[src/rtl/mux_scan_pkg.sv]
// Shared encodings and widths for the mux scan sequencer.
package mux_scan_pkg;
    localparam int NUM_CH = 8;
    localparam int IDX_W  = 3;
    localparam int CNT_W  = 4;

    typedef enum logic [1:0] {
        ST_IDLE   = 2'd0,
        ST_SETTLE = 2'd1,
        ST_SAMPLE = 2'd2,
        ST_DONE   = 2'd3
    } scan_state_e;
endpackage

[src/rtl/mux_scan_timer.sv]
// Settle down-counter: expire flags the last settle cycle, or a zero-length settle at load time.
module mux_scan_timer
    import mux_scan_pkg::*;
(
    input  logic             clk,
    input  logic             rst,
    input  logic             load,
    input  logic [CNT_W-1:0] value,
    output logic             expire
);
    logic [CNT_W-1:0] cnt_reg;
    logic [CNT_W-1:0] cnt_next;

    always_comb begin
        cnt_next = cnt_reg;
        if (load) begin
            cnt_next = value;
        end else if (cnt_reg != '0) begin
            cnt_next = cnt_reg - CNT_W'(1);
        end
    end

    always_ff @(posedge clk) begin
        if (rst) begin
            cnt_reg <= '0;
        end else begin
            cnt_reg <= cnt_next;
        end
    end

    // While loading, report whether the settle phase is skipped entirely.
    assign expire = load ? (value == '0) : (cnt_reg == CNT_W'(1));
endmodule

[src/rtl/mux_scan_ctrl.sv]
// Steps an 8:1 mux through all channels, waits a settle time on each and
// assembles the samples into one parallel word with a start/busy/done handshake.
module mux_scan_ctrl
    import mux_scan_pkg::*;
#(
    parameter int SETTLE_CYCLES = 1
) (
    input  logic              clk,
    input  logic              rst,
    input  logic              start,
    input  logic              mux_out,
    output logic              sel0,
    output logic              sel1,
    output logic              sel2,
    output logic [NUM_CH-1:0] data,
    output logic              busy,
    output logic              done
);
    scan_state_e       state_reg, state_next;
    logic [IDX_W-1:0]  idx_reg, idx_next;
    logic [NUM_CH-1:0] shreg_reg, shreg_next;
    logic [NUM_CH-1:0] data_reg, data_next;
    logic              timer_load;
    logic              timer_expire;
    logic              last_ch;

    assign last_ch = (idx_reg == IDX_W'(NUM_CH - 1));

    // Kept separate from the FSM block so expire never feeds back into load.
    assign timer_load = ((state_reg == ST_IDLE || state_reg == ST_DONE) && start)
                     || (state_reg == ST_SAMPLE && !last_ch);

    mux_scan_timer u_timer (
        .clk    (clk),
        .rst    (rst),
        .load   (timer_load),
        .value  (CNT_W'(SETTLE_CYCLES)),
        .expire (timer_expire)
    );

    always_comb begin
        state_next = state_reg;
        idx_next   = idx_reg;
        shreg_next = shreg_reg;
        data_next  = data_reg;
        case (state_reg)
            ST_IDLE, ST_DONE: begin
                idx_next = '0;
                if (start) begin
                    state_next = timer_expire ? ST_SAMPLE : ST_SETTLE;
                end else begin
                    state_next = ST_IDLE;
                end
            end
            ST_SETTLE: begin
                if (timer_expire) begin
                    state_next = ST_SAMPLE;
                end
            end
            ST_SAMPLE: begin
                shreg_next[idx_reg] = mux_out;
                if (!last_ch) begin
                    idx_next   = idx_reg + IDX_W'(1);
                    state_next = timer_expire ? ST_SAMPLE : ST_SETTLE;
                end else begin
                    // Only a complete scan is ever published to data.
                    data_next  = {mux_out, shreg_reg[NUM_CH-2:0]};
                    state_next = ST_DONE;
                end
            end
            default: state_next = ST_IDLE;
        endcase
    end

    always_ff @(posedge clk) begin
        if (rst) begin
            state_reg <= ST_IDLE;
            idx_reg   <= '0;
            shreg_reg <= '0;
            data_reg  <= '0;
        end else begin
            state_reg <= state_next;
            idx_reg   <= idx_next;
            shreg_reg <= shreg_next;
            data_reg  <= data_next;
        end
    end

    assign {sel2, sel1, sel0} = idx_reg;
    assign data = data_reg;
    assign busy = (state_reg == ST_SETTLE) || (state_reg == ST_SAMPLE);
    assign done = (state_reg == ST_DONE);
endmodule

[config.mk]
export PLATFORM = sky130hd
export DESIGN_NAME = mux_scan_ctrl
export DESIGN_NICKNAME = d
export VERILOG_FILES = /design/src/rtl/mux_scan_pkg.sv /design/src/rtl/mux_scan_timer.sv /design/src/rtl/mux_scan_ctrl.sv
export SDC_FILE = /design/constraint.sdc
export NUM_CORES = 1
export LEC_CHECK = 0
export CAP_MARGIN = 20
export CORE_MARGIN = 3
export CORE_UTILIZATION = 30
export CTS_BUF_LIST = sky130_fd_sc_hd__clkbuf_4 sky130_fd_sc_hd__clkbuf_8 sky130_fd_sc_hd__clkbuf_16
export DETAILED_ROUTE_END_ITERATION = 8
export PLACE_DENSITY_LB_ADDON = 0.3
export SETUP_SLACK_MARGIN = 0.3
export SLEW_MARGIN = 15
export SYNTH_ARGS = -nofsm -noshare
export SYNTH_HDL_FRONTEND = slang
export SYNTH_SLANG_ARGS = --single-unit
export TNS_END_PERCENT = 30
[constraint.sdc]
create_clock -name clk -period 1.97 [get_ports clk]
set_input_delay 0.197 -clock clk [delete_from_list [all_inputs] [get_ports clk]]
set_output_delay 0.197 -clock clk [all_outputs]
set_load 0.005 [all_outputs]
==> metrics.txt <==
Power Total=1156 uW; CP Capture Type=flop; Seq. cell area=486.7 um^2; most frequent cells in the layout=nand2_1 (21), dfxtp_1 (21), clkdlybuf4s50_1 (15), a21oi_1 (11), nor2_1 (11); Die ar.=0.004649 mm^2; Setup TNS=0 ns; vias in the first global route=922; Largest register FFs=8; DRT Wirelength=2.364 mm; cells after synthesis=127; Place WS=0.2832 ns; Crit path required time=2.11 ns; Clock Pin Slew Worst Setup and Hold Paths=0.08 ns; Netlist cell types=30; WL met3=95 um; Clock Latency Late Sink=0.26 ns; Routed Antenna Nets=0; CTS Buf Count=3; worst hold path depth=2; ys flop type=dfxtp_1; first-pass GRT wire length=4.036 mm; Crit Path Class=flop to flop; Worst Hold End=data[0]$_SDFFE_PP0P_; VDD IR-drop max=0.2619 mV; Root Buffer=clkbuf_8; status=completed; Multi-input gate area=651.9 um^2; worst reg2reg path startpoint=idx_reg[0]$_SDFFE_PP0P_; routed wl met2=1.105 mm; share of cells above drive strength 1=16.67%; overflow left after global routing=0; area post-placement=0.001376 mm^2; reg2reg end=state_reg[1]$_SDFFE_PP0P_; Static Leak=0.0005481 uW; Total GRT Usage=11.55%; area delta synth->final=25.89%; min Tclk post-route=1.591 ns; Post-synth ARST share=0%; synthesized area per cell=9.133 um^2; count of final setup violators=0; Routability Congestion=0.7304; Slew Limit Fails=0; fin nets=158; n_diodes=0; Power Density=791.7 mW/mm^2; EDFF count, synth=0; DRC violations left=0; final hold vios=0; fmax=0.6287 GHz; Seq/Total Area, Yosys=41.42%; Arrival @ worst endpoint=1.74 ns; R2R depth=5; Post-Syn Nets=139; Final Cycle Share=80.74%; largest net degree at the start of global routing=15; 1st-iter DRT viols=22; Top Metal Used=met4; clock skew=0.002390 ns; worst slew pin tran=0.3220 ns; worst min-delay path class=flop to flop; Max-slew headroom=78.51%; DR WL/cell=12.44 um; Worst Path Max Fanout=11; routed vias=921; FILL cells=365; reg2reg setup slack=0.38 ns; core area=0.003521 mm^2; Synth Cell Area=0.001160 mm^2; htree depth=1; IO Pins=17; IO Port Bufs=16; Hold-fix buffers, CTS=0; Yosys reg bits=24; Rows=21; hold_sp=shreg_reg[0]$_SDFFE_PP0P_; initial core utilization=32.94%; Die Y-Extent=68.18 um; CP Launch Type=flop; TritonCTS clock tree=built; Longest Clk Path Bufs=2; design area=0.001460 mm^2; clk sinks=24; final setup margin=0.3795 ns; Syn. warnings=0; Met1 Routed Length=1.126 mm; DP HPWL=1.748 mm; Die X=68.18 um; Via density=4.847; max-cap viol count=0; 1st-pass router iterations=4; antenna violations before repair=0; unrepaired setup endpoints after global routing=true
==> cell usage after synthesis, types with 2 or more instances <==
| library cell | instances | area (um^2) |
|---|---|---|
| dfxtp_1 | 24 | 480.5 |
| nand2_1 | 21 | 78.83 |
| a21oi_1 | 11 | 55.05 |
| nor2_1 | 11 | 41.29 |
| ha_1 | 8 | 100.1 |
| mux2i_1 | 7 | 70.07 |
| inv_1 | 6 | 22.52 |
| and4bb_2 | 3 | 37.54 |
| buf_2 | 3 | 15.01 |
| clkbuf_1 | 3 | 11.26 |
| nand2b_1 | 3 | 18.77 |
| nand4b_1 | 3 | 26.28 |
| nor4_1 | 3 | 18.77 |
| xnor2_1 | 3 | 26.28 |
| a31oi_1 | 2 | 12.51 |
| o21ai_0 | 2 | 10.01 |
==> what timing repair did <==
item	in CTS	in global routing
setup buffers	1	0
pin swaps	0	1
endpoints found under the setup margin	3	14
gates resized for setup	3	6
==> logic make-up (layout without fill, tap and decap cells) <==
family | after synthesis | after routing | share of synthesized area, %
AND/OR/NAND/NOR | 53 | 53 | 26.65
flip-flops | 24 | 24 | 41.42
AO/OA/AOI/OAI | 18 | 18 | 9.385
buffers and inverters | 13 | 30 | 4.638
adder cells (fa/ha/maj) | 8 | 8 | 8.630
multiplexers | 8 | 8 | 7.012
XOR/XNOR | 3 | 3 | 2.266
==> worst max path at each step <==
| stage | endpoint | slack [ns] | from |
|---|---|---|---|
| 2_1_floorplan | state_reg[0]$_SDFFE_PP0P_ | 0.43 | idx_reg[1]$_SDFFE_PP0P_ |
| 3_5_place_dp | state_reg[0]$_SDFFE_PP0P_ | 0.28 | idx_reg[0]$_SDFFE_PP0P_ |
| 4_1_cts | busy | 0.30 | state_reg[0]$_SDFFE_PP0P_ |
| 3_3_place_gp | state_reg[0]$_SDFFE_PP0P_ | 0.34 | idx_reg[0]$_SDFFE_PP0P_ |
| 5_1_grt | state_reg[1]$_SDFFE_PP0P_ | 0.28 | idx_reg[0]$_SDFFE_PP0P_ |
| 6_report | state_reg[1]$_SDFFE_PP0P_ | 0.38 | idx_reg[0]$_SDFFE_PP0P_ |
==> worst max-delay path, cell delays in order, from the launching register on <==
cell and delay, ns:
dfxtp_4 0.38, ha_1 0.20, ha_1 0.22, nor2b_1 0.28
nor4b_1 0.08, or3_1 0.32
==> power by group <==
group          total (uW)  switching [uW]  internal [uW]
logic                 320             154            167
registers             556            37.7            519
clock network         279             143            136
==> per-layer routing <==
layer,vias to the layer above,GRT usage (%)
li1,471,-
met1,430,14.44
met2,15,19.01
met3,5,2.791
met4,0,4.467
met5,-,0
==> area by class of cell <==
class | instances | area share (%)
clock buffer | 3 | 2.828
inverter | 6 | 1.542
multi-input combinational | 90 | 44.64
sequential | 24 | 33.33
tap | 46 | 3.942
timing repair buffer | 21 | 13.71
==> per-stage QoR <==
stage	utilization, %	hold slack [ns]	cells
3_3_place_gp	39.09	0.4428	186
2_1_floorplan	-	0.4312	127
6_report	41.47	0.4585	190
5_1_grt	41.47	0.4892	190
3_5_place_dp	39.09	0.4497	186
4_1_cts	40.90	0.4638	190
Power figures use the tool's default switching activity.
==> RTL change (same settings) <==
Make the reset (`rst`) asynchronous in 2 clocked blocks.
--- a/src/rtl/mux_scan_timer.sv
+++ b/src/rtl/mux_scan_timer.sv
@@ -20,7 +20,7 @@
         end
     end
 
-    always_ff @(posedge clk) begin
+    always_ff @(posedge clk or posedge rst) begin
         if (rst) begin
             cnt_reg <= '0;
         end else begin
--- a/src/rtl/mux_scan_ctrl.sv
+++ b/src/rtl/mux_scan_ctrl.sv
@@ -72,7 +72,7 @@
         endcase
     end
 
-    always_ff @(posedge clk) begin
+    always_ff @(posedge clk or posedge rst) begin
         if (rst) begin
             state_reg <= ST_IDLE;
             idx_reg   <= '0;
Check against the original RTL: differs if rst is asserted again (counterexample within 4 cycles, from zero or initial values and one cycle with rst high); with rst held inactive, the same outputs for 10 cycles.
==> RTL change against the unedited design <==
- sequential power grew 13%
- routed wire length shrank 15%
- core utilization shrank 0.27 points
- design area grew 7.2%
- area after synthesis grew 6.1%
- power grew 43%
- sequential cell count is the same
- setup slack lost 0.043 ns
- first-iteration DRC count grew 32%
- die area grew 5.6%
==> RTL change: results (changes against the unedited design) <==
status finished clean; dpl cells 163 (-12%); Worst-path clk slew 0.08 ns (about the same); pre-CTS setup slack 0.317 ns (+0.0339 ns); Post-synth top flop dfrtp_1; Hold WC Path Type in2async; drt first pass iters 3 (-1); Yosys cell types 27 (-10%); post-layout net count 134 (-15%); Synth Warn # 0 (unchanged); initial DRC count 29 (+32%); cells after synthesis 98 (-23%); CTS max path bufs 2 (unchanged); via/cell ratio 4.65 (-4.1%); post-DP HPWL 1.49 mm (-15%); gpl congestion 0.757 (+3.6%); routed len/inst 11.8 µm (-4.9%); Clock Skew 0.00109 ns (-0.00130 ns); routed vias 790 (-14%); WP data arrival 1.79 ns (+0.05 ns); slew margin rel. 79.4% (+0.93 points); Async S/R FF share, synth 100% (+100 points); P_leak 0.730 nW (+33%); residual DRC count 0 (unchanged); initial antenna violation count 0 (unchanged); Area contributors post-synth dfrtp_1 (49%), mux2_2 (15%), ha_1 (7.1%), inv_1 (2.7%), nor2_1 (2.7%); largest net degree at the start of global routing 25 (+10); most frequent cells after synthesis dfrtp_1 (24), mux2_2 (16), inv_1 (9), nor2_1 (9), ha_1 (7); syn_nets 109 (-22%); vias in the first global route 776 (-16%); worst-path cell with the longest stage delay dfrtp_1; layout cells sized above 1 32.8% (+16 points); GRT Util Overall 9.20% (-2.4 points); sequential area share after synthesis 48.8% (+7.4 points); crit-path max FO 6 (-5); Clk Latency, worst-skew pair 0.26 ns (about the same); first-pass GRT wire length 3.60 mm (-11%); CTS root buf clkbuf_8; Max VDD drop 370 µV (+41%)
## RTL change: changes by cell type in the layout (fill, tap and decap cells not counted), moves of 5 or more
| cell | delta |
|---|---|
| dfrtp_1 | +24 |
| dfxtp_1 | -21 |
| nand2_1 | -18 |
| mux2_2 | +15 |
| a21oi_1 | -11 |
| mux2i_1 | -5 |
## RTL change: area by class of cell
type,count,area (µm²)
Sequential cell,24,601
Multi-Input combinational cell,63,593
Inverter,9,33.8
Timing Repair Buffer,22,206
Clock inverter,1,30.0
Tap cell,48,60.1
Fill cell,362,2230
Clock buffer,3,41.3
## RTL change: layer usage
layer	routed length [µm]	GRT usage, %
met3	49	1.29
met2	953	14.0
met5	0	0
met4	47	5.74
met1	960	12.2
## RTL change: path summary, 6_finish.rpt
path | startpoint | endpoint | slack [ns] | cells after the start
worst min register to register | data[4] | data[4] | 0.51 | 1
max in group asynchronous | rst | shreg_reg[0] | 1.47 | 3
worst min-delay path | rst | data[2] | 0.26 | 3
worst max-delay path | idx_reg[0] | state_reg[0] | 0.34 | 5
worst max register to register | idx_reg[0] | state_reg[0] | 0.34 | 5
min in group clk | data[4] | data[4] | 0.51 | 1
## RTL change: worst max-delay path: cells and delay by family (launching register included)
kind | cells | cell delay, ns
DFF | 1 | 0.38
muxes | 1 | 0.32
adders and majority gates | 2 | 0.42
and+or+nand+nor | 1 | 0.19
AOI/OAI and AO/OA | 1 | 0.20
## RTL change: where the power goes
part	switching [mW]	total, mW	internal (mW)
sequential	0.0622	0.628	0.566
combinational	0.287	0.599	0.311
clock	0.156	0.427	0.272
total	0.505	1.65	1.15
## RTL change: per-stage QoR
step,util (%),instance area (µm²)
CTS,41.1,1560
finish,41.2,1570
global placement,38.4,1460
global route,41.2,1570
floorplan,-,1230
detailed placement,38.4,1460
## RTL change: what timing repair did
item                       4_1_cts  5_1_grt
setup endpoints to repair        2        2
resized for setup                3        1
buffers inserted                 3        0
hold buffers                     0        0
## RTL change: logic make-up after synthesis
family	count (synthesis)	synth area share [%]
AND/OR/NAND/NOR	27	14.5
flip-flops	24	48.8
multiplexers	19	17.5
buffers and inverters	11	4.06
AO/OA/AOI/OAI	9	7.32
adder cells (fa/ha/maj)	7	7.11
XOR/XNOR	1	0.712
